<file path="src/rtl/uart_pkg.sv">
// Shared state type, line levels and bit-period helper for the UART transmitter.
package uart_pkg;

   typedef enum logic [2:0] {
      IDLE,
      START,
      DATA,
      PARITY,
      STOP
   } tx_state_t;

   localparam logic UART_IDLE_LEVEL  = 1'b1;
   localparam logic UART_START_LEVEL = 1'b0;

   // Clock cycles per line bit; the remainder of the division is dropped.
   function automatic int calc_pulse_width(input int clk_freq, input int baud_rate);
      return clk_freq / baud_rate;
   endfunction

endpackage

</file>
<file path="src/rtl/uart_fifo.sv">
// First-word-fall-through FIFO: rdata always shows the oldest entry while count != 0.
module uart_fifo #(
   parameter int WIDTH = 8,
   parameter int DEPTH = 4
) (
   input  logic                           clk,
   input  logic                           rstn,
   input  logic                           push,
   input  logic                           pop,
   input  logic [WIDTH-1:0]               wdata,
   output logic [WIDTH-1:0]               rdata,
   output logic                           full,
   output logic                           empty,
   output logic [$clog2(DEPTH+1)-1:0]     count
);
   localparam int AW = $clog2(DEPTH);
   localparam int CW = $clog2(DEPTH + 1);

   logic [WIDTH-1:0] mem_q [DEPTH];
   logic [AW-1:0]    wr_ptr_q, wr_ptr_d;
   logic [AW-1:0]    rd_ptr_q, rd_ptr_d;
   logic [CW-1:0]    count_q, count_d;
   logic             do_push, do_pop;

   // DEPTH is a power of two, so the pointers wrap on their own.
   always_comb begin
      do_push  = push && !full;
      do_pop   = pop && !empty;
      wr_ptr_d = wr_ptr_q + AW'(do_push);
      rd_ptr_d = rd_ptr_q + AW'(do_pop);
      count_d  = count_q + CW'(do_push) - CW'(do_pop);
   end

   always_ff @(posedge clk or negedge rstn) begin
      if (!rstn) begin
         wr_ptr_q <= '0;
         rd_ptr_q <= '0;
         count_q  <= '0;
      end else begin
         wr_ptr_q <= wr_ptr_d;
         rd_ptr_q <= rd_ptr_d;
         count_q  <= count_d;
      end
   end

   always_ff @(posedge clk) begin
      if (do_push) begin
         mem_q[wr_ptr_q] <= wdata;
      end
   end

   assign rdata = mem_q[rd_ptr_q];
   assign full  = (count_q == CW'(DEPTH));
   assign empty = (count_q == '0);
   assign count = count_q;

endmodule

</file>
<file path="src/rtl/uart_tx_fifo.sv">
// UART transmitter fed by a FIFO; queued words leave back-to-back with no idle gap.
// Define UART_TX_PARITY_EN to insert a parity bit (polarity PARITY_ODD) after the data bits.
module uart_tx_fifo
   import uart_pkg::*;
#(
   parameter int DATA_WIDTH = 8,
   parameter int BAUD_RATE  = 115200,
   parameter int CLK_FREQ   = 100_000_000,
   parameter int FIFO_DEPTH = 4,
   parameter int STOP_BITS  = 1,
   parameter int PARITY_ODD = 0
) (
   input  logic                              clk,
   input  logic                              rstn,
   input  logic [DATA_WIDTH-1:0]             data,
   input  logic                              valid,
   output logic                              ready,
   output logic                              uart_out,
   output logic                              busy,
   output logic [$clog2(FIFO_DEPTH+1)-1:0]   fifo_count
);
   localparam int PULSE_WIDTH = calc_pulse_width(CLK_FREQ, BAUD_RATE);
   localparam int TW = (PULSE_WIDTH > 2) ? $clog2(PULSE_WIDTH) : 1;
   localparam int IW = $clog2(DATA_WIDTH);
   localparam int CW = $clog2(FIFO_DEPTH + 1);
   localparam logic [TW-1:0] PW_LOAD   = TW'(PULSE_WIDTH - 1);
   localparam logic [IW-1:0] LAST_IDX  = IW'(DATA_WIDTH - 1);
   localparam logic          LAST_STOP = 1'(STOP_BITS - 1);

   if (PULSE_WIDTH < 2) begin : g_chk_pw
      $error("uart_tx_fifo: CLK_FREQ/BAUD_RATE must be at least 2");
   end
   if (STOP_BITS != 1 && STOP_BITS != 2) begin : g_chk_stop
      $error("uart_tx_fifo: STOP_BITS must be 1 or 2");
   end
   if (FIFO_DEPTH < 2 || (FIFO_DEPTH & (FIFO_DEPTH - 1)) != 0) begin : g_chk_depth
      $error("uart_tx_fifo: FIFO_DEPTH must be a power of two >= 2");
   end
   if (DATA_WIDTH < 5 || DATA_WIDTH > 9) begin : g_chk_width
      $error("uart_tx_fifo: DATA_WIDTH must be 5..9");
   end
   if (PARITY_ODD != 0 && PARITY_ODD != 1) begin : g_chk_par
      $error("uart_tx_fifo: PARITY_ODD must be 0 or 1");
   end

   tx_state_t             state_q, state_d;
   logic [TW-1:0]         timer_q, timer_d;
   logic [IW-1:0]         bit_idx_q, bit_idx_d;
   logic                  stop_cnt_q, stop_cnt_d;
   logic [DATA_WIDTH-1:0] shift_q, shift_d;
   logic                  uart_out_q, uart_out_d;
   logic                  ready_q, ready_d;
`ifdef UART_TX_PARITY_EN
   logic                  parity_q, parity_d;
`endif
   logic [DATA_WIDTH-1:0] fifo_rdata;
   logic                  fifo_full, fifo_empty;
   logic                  push, pop, load, bit_done;
   logic [CW-1:0]         count_next;

   uart_fifo #(
      .WIDTH (DATA_WIDTH),
      .DEPTH (FIFO_DEPTH)
   ) u_fifo (
      .clk   (clk),
      .rstn  (rstn),
      .push  (push),
      .pop   (pop),
      .wdata (data),
      .rdata (fifo_rdata),
      .full  (fifo_full),
      .empty (fifo_empty),
      .count (fifo_count)
   );

   always_comb begin
      state_d    = state_q;
      bit_idx_d  = bit_idx_q;
      stop_cnt_d = stop_cnt_q;
      shift_d    = shift_q;
      load       = 1'b0;
      bit_done   = (timer_q == '0);
      timer_d    = bit_done ? PW_LOAD : timer_q - TW'(1);
      case (state_q)
         IDLE:  load = !fifo_empty;
         START: if (bit_done) begin
            state_d   = DATA;
            bit_idx_d = '0;
         end
         DATA: if (bit_done) begin
            if (bit_idx_q == LAST_IDX) begin
`ifdef UART_TX_PARITY_EN
               state_d = PARITY;
`else
               state_d = STOP;
`endif
               stop_cnt_d = 1'b0;
            end else begin
               bit_idx_d = bit_idx_q + IW'(1);
               shift_d   = shift_q >> 1;
            end
         end
`ifdef UART_TX_PARITY_EN
         PARITY: if (bit_done) begin
            state_d    = STOP;
            stop_cnt_d = 1'b0;
         end
`endif
         STOP: if (bit_done) begin
            if (stop_cnt_q == LAST_STOP) begin
               state_d = IDLE;
               load    = !fifo_empty;
            end else begin
               stop_cnt_d = stop_cnt_q + 1'b1;
            end
         end
         default: state_d = IDLE;
      endcase
      // Popping and latching the next word share one path for IDLE and end-of-stop.
      if (load) begin
         state_d = START;
         shift_d = fifo_rdata;
         timer_d = PW_LOAD;
      end
      pop = load;
   end

`ifdef UART_TX_PARITY_EN
   always_comb begin
      parity_d = parity_q;
      if (load) begin
         parity_d = (^fifo_rdata) ^ 1'(PARITY_ODD);
      end
   end
`endif

   // The line is registered from the next-state view so it changes on the transition edge.
   always_comb begin
      case (state_d)
         START:   uart_out_d = UART_START_LEVEL;
         DATA:    uart_out_d = shift_d[0];
`ifdef UART_TX_PARITY_EN
         PARITY:  uart_out_d = parity_d;
`endif
         default: uart_out_d = UART_IDLE_LEVEL;
      endcase
   end

   assign push       = valid && ready_q && !fifo_full;
   assign count_next = fifo_count + CW'(push) - CW'(pop);
   assign ready_d    = (count_next != CW'(FIFO_DEPTH));

   always_ff @(posedge clk or negedge rstn) begin
      if (!rstn) begin
         state_q    <= IDLE;
         timer_q    <= '0;
         bit_idx_q  <= '0;
         stop_cnt_q <= 1'b0;
         shift_q    <= '0;
         uart_out_q <= UART_IDLE_LEVEL;
         ready_q    <= 1'b0;
`ifdef UART_TX_PARITY_EN
         parity_q   <= 1'b0;
`endif
      end else begin
         state_q    <= state_d;
         timer_q    <= timer_d;
         bit_idx_q  <= bit_idx_d;
         stop_cnt_q <= stop_cnt_d;
         shift_q    <= shift_d;
         uart_out_q <= uart_out_d;
         ready_q    <= ready_d;
`ifdef UART_TX_PARITY_EN
         parity_q   <= parity_d;
`endif
      end
   end

   assign uart_out = uart_out_q;
   assign ready    = ready_q;
   assign busy     = (state_q != IDLE);

endmodule
</file>
<file path="config.mk">
export PLATFORM = sky130hd
export DESIGN_NAME = uart_tx_fifo
export DESIGN_NICKNAME = d
export VERILOG_FILES = /design/src/rtl/uart_pkg.sv /design/src/rtl/uart_fifo.sv /design/src/rtl/uart_tx_fifo.sv
export SDC_FILE = /design/constraint.sdc
export NUM_CORES = 1
export LEC_CHECK = 0
export CAP_MARGIN = 30
export CORE_MARGIN = 5
export CORE_UTILIZATION = 45
export CTS_CLUSTER_SIZE = 14
export DETAILED_ROUTE_END_ITERATION = 6
export PLACE_DENSITY = 0.72
export SETUP_SLACK_MARGIN = 0.05
export SLEW_MARGIN = 20
export SYNTH_ARGS = -nofsm -noshare
export SYNTH_HDL_FRONTEND = slang
export SYNTH_SLANG_ARGS = --single-unit
</file>
<file path="constraint.sdc">
create_clock -name clk -period 4.2 [get_ports clk]
set_clock_uncertainty 0.15 [all_clocks]
set_input_delay 1.26 -clock clk [delete_from_list [all_inputs] [get_ports clk]]
set_output_delay 1.26 -clock clk [all_outputs]
set_load 0.05 [all_outputs]
</file>
# == Yosys cells after proc, flatten, opt, wreduce, memory -nomap -nowiden ==
# Memory sizes are Yosys's and may differ from the RTL's.
# Index checks and enable logic that the tools add are counted.
# totals
memories,1
inputBits,11
ramBits,32
ff_bits,34
out_inout_bits,6
# mem_list
memory,words,width,rd,rd_ports_with_merged_regs,write_ports,line,rtl
u_fifo.mem_q,4,8,1,0,1,uart_fifo.sv:19,logic [WIDTH-1:0] mem_q [DEPTH];
# op_classes
mux,28
add_sub_neg,9
eq_ne,14
reduce_logical,17
# ops
cell,n
$mux W8,4
$mux W3,9
$mux W10,2
$ne A2 B2 Y1 const B,6
$pmux W3 S4,1
$logic_not A10 Y1,1
$sub A10 B1 Y10 const B,1
$eq A3 B3 Y1 const B,3
$mux W1,8
$reduce_and A4 Y1,2
$reduce_bool A2 Y1,4
$add A3 B1 Y3,2
$eq A3 B1 Y1 const B,2
$eq A3 B2 Y1 const B,2
$logic_not A3 Y1,2
$pmux W1 S2,3
$pmux W3 S2,1
$sub A3 B1 Y3,2
$add A2 B1 Y2,2
$logic_and A1 B1 Y1,4
$add A3 B1 Y3 const B,1
$ne A3 B3 Y1 const B,1
$reduce_and A3 Y1,1
$reduce_bool A3 Y1,1
other kinds (2),3

# == Logic depth before layout (Yosys ltp) ==
# Gate-level depths: netlist of run 1.
# logic_depth
ltp_word,8
ltp_mapped,12

# == Modules after synthesis ==
# A second synthesis of run 1 with hierarchy kept.
# hier_totals
hier_cells,210
area_unflattened_um2,2931.6
# modules_own_cells
module,n_inst,area_per_inst_um2,seq_area_each_um2,cells_per_inst
uart_fifo,1,1562.7,1136.1,76
uart_tx_fifo,1,1368.8,651.9,134

# == Worst setup path after synthesis of run 1 ==
# Ideal clock, no wire load.
# synth_timing
kind,input-to-reg
from,input valid
to,memory u_fifo.mem_q[0][0] (enable)
required_time_ns,3.665
setup_slack_ns,1.348
cell_stages,3
arrival_ns,2.317
n_path_buf,0
path_cell_list,nand2_1 -> a21oi_1 -> nor3b_1
# synth_via
elab_chain_len,5
# synth_rtl
item,line,rtl
start: declaration,uart_tx_fifo.sv:16,"input logic valid,"
$logic_and A1 B1 Y1 (2 in series),uart_tx_fifo.sv:149,assign push = valid && ready_q && !fifo_full;
$logic_and A1 B1 Y1,uart_fifo.sv:27,do_push = push && !full;
$mux W1,uart_fifo.sv:47,if (do_push) begin
$mux W1 (not written as such),uart_fifo.sv:48,mem_q[wr_ptr_q] <= wdata;
end: declaration,uart_fifo.sv:19,
# No other way between the ends.

# == Worst setup path after layout of run 1 ==
# layout_timing
from,register state_q[1]
to,output busy
# layout_via
elab_chain_len,1
# layout_rtl
item,line,rtl
start: declaration,uart_tx_fifo.sv:46,"tx_state_t state_q, state_d;"
start signal: assignment,uart_tx_fifo.sv:166,state_q <= state_d;
$reduce_bool A3 Y1,uart_tx_fifo.sv:181,assign busy = (state_q != IDLE);
end: declaration,uart_tx_fifo.sv:19,"output logic busy,"
# No other way between the ends.

==> flow_summary.toml, run 1 <==
[status]
outcome = "finished clean"

[power_and_ir_drop]
p_leak_nw = 1.27
switching_share_pct = 30.0
pwr-share-clk_pct = 29.7
powerDensity_nw_per_um2 = 473
power.switching_mw = 0.472
combPwrFrac_pct = 18.6
ir_worst_vdd_uv = 306
seq_power_share_pct = 51.6
internal-power_mw = 1.10

[clocking]
clockRootBuffer = "clkbuf_8"
cts_setup_buffers = 0
postCtsResizedCells = 0
ctsHoldBuffers = 0
tritoncts = "yes"
clk_pin_slew_worst_paths_ps = 70
clock-sinks = 65
clock_latency_ps = 350
cts_buffers = 9
clockBufferDepth = 2
htreeDepth = 3

[sta]
fin_setup_tns_ps = 0
tightest_slew_ps = 641
hold_violations = 0
setup_viol = 0
maxSlewHeadroom_pct = 57.1
slew_violations = 0
min_period_ps = 3320
rsz0062_at_grt = "no"
fmaxAchievable_mhz = 301
fin_crit_sh_pct = 79.0

[hold_path]
hold_class = "register to register"
min_path_cells = 1
min_to = "timer_q[0]"
hold_start = "timer_q[0]"

[worst_setup_path]
worstPathRequired_ps = 2790
r2r_end = "ready"
r2r-start = "timer_q[2]"
worst-r2r-cell-count = 9
cp-end-kind = "output port"
crit_type = "register to output port"
critPathMaxStageDelay_ps = 710
worstPathMaxFanout = 9
crit_path_top_delay_cell = "clkdlybuf4s50_1"
regToRegSetupSlack_ps = 1290
cp_cell_sequence = "or3_1, clkdlybuf4s50_1"
critPathLaunchType = "register"
crit_family = "buffers and inverters"
crit_buf_inv = 1
worstPathArrival_ps = 1910

[routing]
first_pass_iters = 4
drc = 0
via_per_inst = 5.46
vias = 1709
wl_per_cell_um = 15.4
drt_iter0_markers = 84
drt_wl_total_um = 4810
ant_nets = 0

[global_routing]
grt_pass1_vias = 1693
grt_overflow_total = 0
antenna_found_initial = 0
grt_max_degree = 34
track_usage_pct = 13.0
grt_pass1_wl_um = 8300

[logic_synthesis]
synth_nets = 224
synth_area_per_cell_um2 = 14.1
async_flop_share_pct = 50.8
synth.distinct_cells = 45
yosysTopAreaCellShare_pct = 33.2
syn_inst = 205
yosysTopAreaCell = "edfxtp_1"
ys_warn_count = 0
synth_edf_count = 32
synth_flop_cell = "edfxtp_1"
synth-seq-cells = 65
synth_area_um2 = 2890
yosys-top-cells-area = "edfxtp_1 33%, dfrtp_1 28%, mux4_2 6.2%"
yosysSeqAreaShare_pct = 61.8

[floorplanning]
core_region_area_um2 = 6310
initial_core_util_pct = 45.8
io_pins = 17
row_count = 29
die-area_um2 = 8130
die_h_um = 90.2
fp.dieW_um = 90.2

[job]
drv_cap = 0

[place]
dp_hpwl_um = 3370
place_congestion = 0.807
io_buffers = 16
dpl_cell_area_um2 = 3150
placedCellCount = 296

[finish]
layout.cells.non_filler = 313
drive_gt1_share_pct = 14.8
syn_to_final_growth_pct = 15.1
nets = 250
stdcell_area_um2 = 3330
antennaDiodeCount = 0
==> Yosys cell counts (2+ instances only) <==
master,number
nor3_1,4
nand3b_1,5
nand2b_1,2
mux2_1,2
nand3_1,2
nor3b_1,9
a21oi_1,3
mux4_2,8
nand4_1,3
buf_2,2
fa_1,2
o31ai_1,2
nor4_1,2
inv_1,7
mux2_2,2
nor2_1,15
o21ai_0,3
xor2_1,8
ha_1,6
xnor2_1,6
a221o_1,6
nand2_1,17
or3_1,4
edfxtp_1,32
nor2b_1,2
dfrtp_1,32
==> metal layers <==
layer,routed length [um],vias up,track usage (%)
met2,2360,31,19.6
met4,75,0,4.47
li1,-,824,-
met1,2140,846,16.4
met3,235,8,6.01
met5,0,-,0
==> cell type report <==
type                       count  area [um2]
inverter                       7        26.3
tap                           77        96.3
clock buffer                   9         124
sequential                    65        1790
fill                         556        2980
multi-input combinational    128        1050
clock inverter                 7        53.8
timing repair buffer          20         188
==> registers in the layout (all words and copies together) (netlist names) <==
name and flops:
shift_q 8, bit_idx_q 3, uart_out 1, u_fifo.mem_q 32
u_fifo.rd_ptr_q 2, timer_q 10, ready 1, u_fifo.wr_ptr_q 2
u_fifo.count 3, state_q 3
==> how the worst max path moves through the flow <==
stage                     cells past startpoint  startpoint  slack, ps            endpoint
after CTS                                     2  state_q[1]        850                busy
after floorplan                               3       valid       1350  u_fifo.mem_q[0][0]
after global placement                        5       valid        900  u_fifo.mem_q[2][2]
after detailed placement                      5       valid        880  u_fifo.mem_q[2][3]
after global routing                          2  state_q[1]        810                busy
final                                         2  state_q[1]        880                busy
==> power groups by stage <==
| stage | Sequential [mW] | Combinational, mW | Clock (mW) |
|---|---|---|---|
| floorplan | 0.875 | 0.145 | 0 |
| finish | 0.813 | 0.293 | 0.468 |
| global placement | 0.824 | 0.291 | 0 |
| detailed placement | 0.828 | 0.299 | 0 |
| global route | 0.824 | 0.328 | 0.521 |
| CTS | 0.815 | 0.301 | 0.485 |
==> placed cells by master (no fill, tap or decap), types with 4 or more instances in the layout <==
cell type / Yosys / layout
nor3b_1: 9 / 9
mux4_2: 8 / 8
nor3_1: 4 / 4
nand3b_1: 5 / 5
clkbuf_8: 0 / 9
nand2_1: 17 / 17
nor2_1: 15 / 15
inv_1: 7 / 7
xor2_1: 8 / 8
edfxtp_1: 32 / 32
or3_1: 4 / 4
xnor2_1: 6 / 6
clkdlybuf4s50_1: 0 / 16
ha_1: 6 / 6
a221o_1: 6 / 6
dfrtp_1: 32 / 32
==> per-stage QoR <==
stage          util (%)  hold WS (ps)  power [mW]  worst slack, ps
2_1_floorplan         -           301        1.02             1350
3_3_place_gp       49.8           326        1.12              903
3_5_place_dp       49.8           336        1.13              884
4_1_cts            52.7           349        1.60              850
5_1_grt            52.7           370        1.67              813
6_report           52.7           347        1.57              880
==> cells by family after synthesis <==
family	count (synthesis)	synth area share, %
adder cells (fa/ha/maj)	8	3.98
AO/OA/AOI/OAI	22	5.93
flip-flops	65	61.8
XOR/XNOR	14	4.24
AND/OR/NAND/NOR	72	14.5
buffers and inverters	12	1.77
multiplexers	12	7.79
Power figures use the tool's default switching activity.
==> run 2, diff against run 1 <==
--- a/config.mk
+++ b/config.mk
@@ -10,7 +10,7 @@
 export CORE_UTILIZATION = 45
 export CTS_CLUSTER_SIZE = 14
 export DETAILED_ROUTE_END_ITERATION = 6
-export PLACE_DENSITY = 0.72
+export PLACE_DENSITY = 0.74
 export SETUP_SLACK_MARGIN = 0.05
 export SLEW_MARGIN = 20
 export SYNTH_ARGS = -nofsm -noshare
==> constraint.sdc (replaced) <==
create_clock -name clk -period 2.8 [get_ports clk]
set_clock_uncertainty 0.15 [all_clocks]
set_input_delay 0.84 -clock clk [delete_from_list [all_inputs] [get_ports clk]]
set_output_delay 0.84 -clock clk [all_outputs]
set_load 0.05 [all_outputs]
==> run 2 against run 1 <==
  * Cell area rose by 3.2%
  * First-iteration DRC count rose by 11%
  * Worst hold slack barely moved
  * Wire length rose by 4.6%
  * Clock-buffer cell count did not move
  * Core utilization rose by 1.7 points
  * Global-route usage rose by 0.81 points
  * Clock power rose by 72%
  * Final cell count rose by 2.9%
  * Combinational power rose by 69%
==> flow_summary.toml, run 2 (synthesis gave the netlist of run 1 again) <==
[sta]
rsz0062_at_grt = "no"
tightest_slew_ps = 568
hold_violations = 0
fin_setup_tns_ps = 0
min_period_ps = 2650
fin_ws_ps = 154
setup_viol = 0
slew_violations = 0
maxSlewHeadroom_pct = 61.7
fmaxAchievable_mhz = 378
fin_crit_sh_pct = 94.5

[finish]
n_fill_cell = 548
syn_to_final_growth_pct = 18.8
layout.cells.non_filler = 322
mostFrequentLayoutCells = "32 x dfrtp_1, 32 x edfxtp_1, 17 x nand2_1, 15 x nor2_1, 15 x clkdlybuf4s50_1"
antennaDiodeCount = 0
largestRegisters = "u_fifo.mem_q (32), timer_q (10), shift_q (8)"
stdcell_area_um2 = 3440
max_flop_register = "u_fifo.mem_q"
nets = 259
regArea_um2 = 1790
drive_gt1_share_pct = 20.0
multi_input_area_um2 = 1070
largest_register_ffs = 32
final_core_util_pct = 54.4

[routing]
drt_wl_total_um = 5040
drc = 0
vias = 1750
via_per_inst = 5.43
wl_per_cell_um = 15.6
ant_nets = 0
first_pass_iters = 4
drt_iter0_markers = 93

[worst_setup_path]
worstPathRequired_ps = 1810
crit_path_top_delay_cell = "clkdlybuf4s50_1"
critPathMaxStageDelay_ps = 790
crit_buf_inv = 1
worstPathMaxFanout = 1
cp_cell_sequence = "clkdlybuf4s50_1"
crit_type = "register to output port"
worstPathArrival_ps = 1660
crit_family = "buffers and inverters"
critPathLaunchType = "register"
cp-end-kind = "output port"

[power_and_ir_drop]
ir_worst_vdd_uv = 441
powerDensity_nw_per_um2 = 729
p_leak_nw = 1.33
combPwrFrac_pct = 19.7
internal-power_mw = 1.78
pwr-share-clk_pct = 32.0
power.switching_mw = 0.731
seq_power_share_pct = 48.3
switching_share_pct = 29.2

[global_routing]
grt_pass1_vias = 1846
grt_overflow_total = 0
track_usage_pct = 13.8
grt_pass1_wl_um = 8930
grt_max_degree = 34
antenna_found_initial = 0

[place]
io_buffers = 16
placedCellCount = 306
place_congestion = 0.774
place_ws_ps = 149
dpl_cell_area_um2 = 3220
dp_hpwl_um = 3470

[floorplanning]
core_region_area_um2 = 6310
initial_core_util_pct = 45.8
die-area_um2 = 8130
fp.dieW_um = 90.2
die_h_um = 90.2
row_count = 29
io_pins = 17

[clocking]
clockRootBuffer = "clkbuf_8"
tritoncts = "yes"
htreeDepth = 3
clockBufferDepth = 2
cts_buffers = 9
clock-sinks = 65
cts_setup_buffers = 0
clock_latency_ps = 340
clk_pin_slew_worst_paths_ps = 70

[status]
outcome = "finished clean"

[hold_path]
hold_class = "register to register"

[job]
drv_cap = 0
[run 2: final timing paths]
| check | from | endpoint | slack (ps) | depth (start not counted) |
|---|---|---|---|---|
| min | timer_q[0] | timer_q[0] | 350 | 1 |
| max reg2reg | timer_q[0] | ready | 240 | 11 |
| max | uart_out | uart_out | 150 | 1 |
| min in group asynchronous | rstn | timer_q[5] | 740 | 2 |
| min reg2reg | timer_q[0] | timer_q[0] | 350 | 1 |
| max in group asynchronous | rstn | uart_out | 1430 | 2 |
[run 2: routing by layer]
metal	vias up	GRT usage, %	wire length [um]
met5	-	0	0
met4	0	5.46	90
met3	12	4.76	200
met2	28	21.5	2460
met1	871	17.6	2280
li1	839	-	-
[run 2: final cells by class]
type,count,share of cell area [%]
tap,77,2.80
clock inverter,7,2.22
clock buffer,9,3.60
multi-input combinational,128,31.1
inverter,7,0.764
sequential,65,52.0
timing repair buffer,29,7.46
[run 2: repair_timing]
item                       CTS  global route
hold buffers                 0             0
setup endpoints to repair    1             2
gates resized for setup      1             4
cloned                       0             0
[run 2: through the flow]
step / power (mW) / hold slack (ps)
after floorplan: 1.53 / 301
after global placement: 1.71 / 314
after detailed placement: 1.73 / 343
after CTS: 2.53 / 358
after global routing: 2.64 / 381
final: 2.51 / 347
[run 2: power by group through the flow]
stage	sequential [mW]	combinational, mW	clock (mW)
finish	1.21	0.494	0.803
global route	1.22	0.547	0.864
CTS	1.21	0.506	0.818
detailed placement	1.23	0.504	0
global placement	1.22	0.491	0
floorplan	1.31	0.218	0
==> run 3, diff against run 2 <==
--- a/config.mk
+++ b/config.mk
@@ -10,7 +10,8 @@
 export CORE_UTILIZATION = 45
 export CTS_CLUSTER_SIZE = 14
 export DETAILED_ROUTE_END_ITERATION = 6
-export PLACE_DENSITY = 0.74
+export DONT_BUFFER_PORTS = 1
+export PLACE_DENSITY = 0.69
 export SETUP_SLACK_MARGIN = 0.05
 export SLEW_MARGIN = 20
 export SYNTH_ARGS = -nofsm -noshare
==> constraint.sdc (replaced) <==
create_clock -name clk -period 3 [get_ports clk]
set_clock_uncertainty 0.15 [all_clocks]
set_input_delay 0.9 -clock clk [delete_from_list [all_inputs] [get_ports clk]]
set_output_delay 0.9 -clock clk [all_outputs]
set_load 0.05 [all_outputs]
==> run 3 against run 2 <==
  * Clock power grew 0.5%
  * Sequential power fell by 8%
  * Register-to-register slack better by 50 ps
  * Combinational power down 15%
  * Flip-flop and latch count stayed put
  * Critical path depth increased by 10
  * Power decreased by 6.6%
  * First-iteration DRC count increased by 6.5%
  * Sequential share of layout area grew 2.8 points
  * Via count shrank 4.7%
  * Largest cell class unchanged
==> flow_summary.toml, run 3 (synthesis gave the netlist of run 1 again) <==
[floorplanning]
io_pins = 17
row_count = 29
initial_core_util_pct = 45.8
die-area_um2 = 8130
fp.dieW_um = 90.2
core_region_area_um2 = 6310
die_h_um = 90.2

[power_and_ir_drop]
pwr-share-clk_pct = 34.5
power.switching_mw = 0.646
ir_worst_vdd_uv = 602
internal-power_mw = 1.69
switching_share_pct = 27.6
p_leak_nw = 1.27
seq_power_share_pct = 47.6
combPwrFrac_pct = 17.9
powerDensity_nw_per_um2 = 717

[worst_setup_path]
startpoint = "timer_q[0]"
worstPathMaxFanout = 4
crit_buf_inv = 2
critPathMaxStageDelay_ps = 420
crit_type = "register to register"
cp-end-kind = "register"
worstPathRequired_ps = 3070
critPathLaunchType = "register"
crit_path_top_delay_cell = "dfrtp_1"
r2r-start = "timer_q[0]"
crit_family = "simple AND/OR/NAND/NOR gates"
worstPathArrival_ps = 2780
cp_cell_sequence = "inv_1, ha_1, nor2b_1, a31oi_1, or3_1, nand2_1, ha_1, inv_1, fa_1, xor2_1, nand3b_1"

[hold_path]
hold_class = "input port to async pin"

[sta]
fin_crit_sh_pct = 90.2
fin_setup_tns_ps = 0
rsz0062_at_grt = "no"
min_period_ps = 2710
fin_hold_ws_ps = 98.0
maxSlewHeadroom_pct = 62.1
slew_violations = 0
hold_violations = 0
fin_ws_ps = 295
fmaxAchievable_mhz = 370
tightest_slew_ps = 562
setup_viol = 0

[finish]
nets = 241
mostFrequentLayoutCells = "32 x dfrtp_1, 32 x edfxtp_1, 17 x nand2_1, 15 x nor2_1, 11 x buf_4"
max_flop_register = "u_fifo.mem_q"
syn_to_final_growth_pct = 12.8
largest_register_ffs = 32
antennaDiodeCount = 0
largestRegisters = "u_fifo.mem_q (32), timer_q (10), shift_q (8)"
drive_gt1_share_pct = 18.5
layout.cells.non_filler = 304

[clocking]
clock_latency_ps = 340
htreeDepth = 3
clockBufferDepth = 2
cts_buffers = 9
postCtsResizedCells = 0
clk_pin_slew_worst_paths_ps = 70
clock-sinks = 65
tritoncts = "yes"
ctsHoldBuffers = 0
clockRootBuffer = "clkbuf_8"
cts_setup_buffers = 0

[status]
outcome = "finished clean"

[place]
io_buffers = 0
placedCellCount = 288
place_congestion = 0.812
dp_hpwl_um = 3410
place_ws_ps = 317

[global_routing]
antenna_found_initial = 0
grt_overflow_total = 0
grt_max_degree = 34
track_usage_pct = 13.3
grt_pass1_wl_um = 8450
grt_pass1_vias = 1717

[routing]
drt_wl_total_um = 4990
ant_nets = 0
drc = 0
vias = 1668
wl_per_cell_um = 16.4
first_pass_iters = 4
drt_iter0_markers = 99
via_per_inst = 5.49

[job]
drv_cap = 0
[run 3: worst paths after layout]
path / end / slack, ps / depth (start not counted)
worst max-delay path: ready / 290 / 11
max in group asynchronous: uart_out / 2420 / 0
worst min-delay path: timer_q[3] / 100 / 0
worst min register to register: timer_q[0] / 350 / 1
worst max register to register: ready / 290 / 11
min in group clk: timer_q[0] / 350 / 1
[run 3: metal layers]
layer / up-vias / routed length (um) / global-route usage [%]
li1: 807 / - / -
met1: 825 / 2250 / 16.1
met2: 31 / 2470 / 21.0
met3: 5 / 195 / 4.42
met4: 0 / 68 / 7.07
met5: - / 0 / 0
[run 3: area by class of cell]
class / count / area (um2)
inverters: 7 / 26.3
clock inverters: 7 / 93.8
flip-flops and latches: 65 / 1790
repair buffers: 11 / 82.6
multi-input cells: 128 / 1050
well taps: 77 / 96.3
fillers: 536 / 3050
clock buffers: 9 / 124
[run 3: worst reg2reg max path: stages (launching register included)]
cell and delay [ps]:
dfrtp_1 420, inv_1 70, ha_1 230, nor2b_1 240, a31oi_1 170, or3_1 420, nand2_1 90, ha_1 140
inv_1 50, fa_1 370, xor2_1 160, nand3b_1 90
[run 3: power groups by stage]
| stage | Combinational, mW | Sequential (mW) | Clock (mW) |
|---|---|---|---|
| 6_report | 0.420 | 1.11 | 0.807 |
| 5_1_grt | 0.458 | 1.13 | 0.875 |
| 4_1_cts | 0.427 | 1.12 | 0.826 |
| 3_5_place_dp | 0.425 | 1.13 | 0 |
| 3_3_place_gp | 0.415 | 1.13 | 0 |
| 2_1_floorplan | 0.204 | 1.22 | 0 |
[run 3: per-stage QoR]
stage          util (%)  area [um2]  power (mW)
2_1_floorplan         -        2890        1.43
3_3_place_gp       48.3        3050        1.54
3_5_place_dp       48.3        3050        1.56
4_1_cts            51.7        3260        2.37
5_1_grt            51.7        3260        2.46
6_report           51.7        3260        2.34
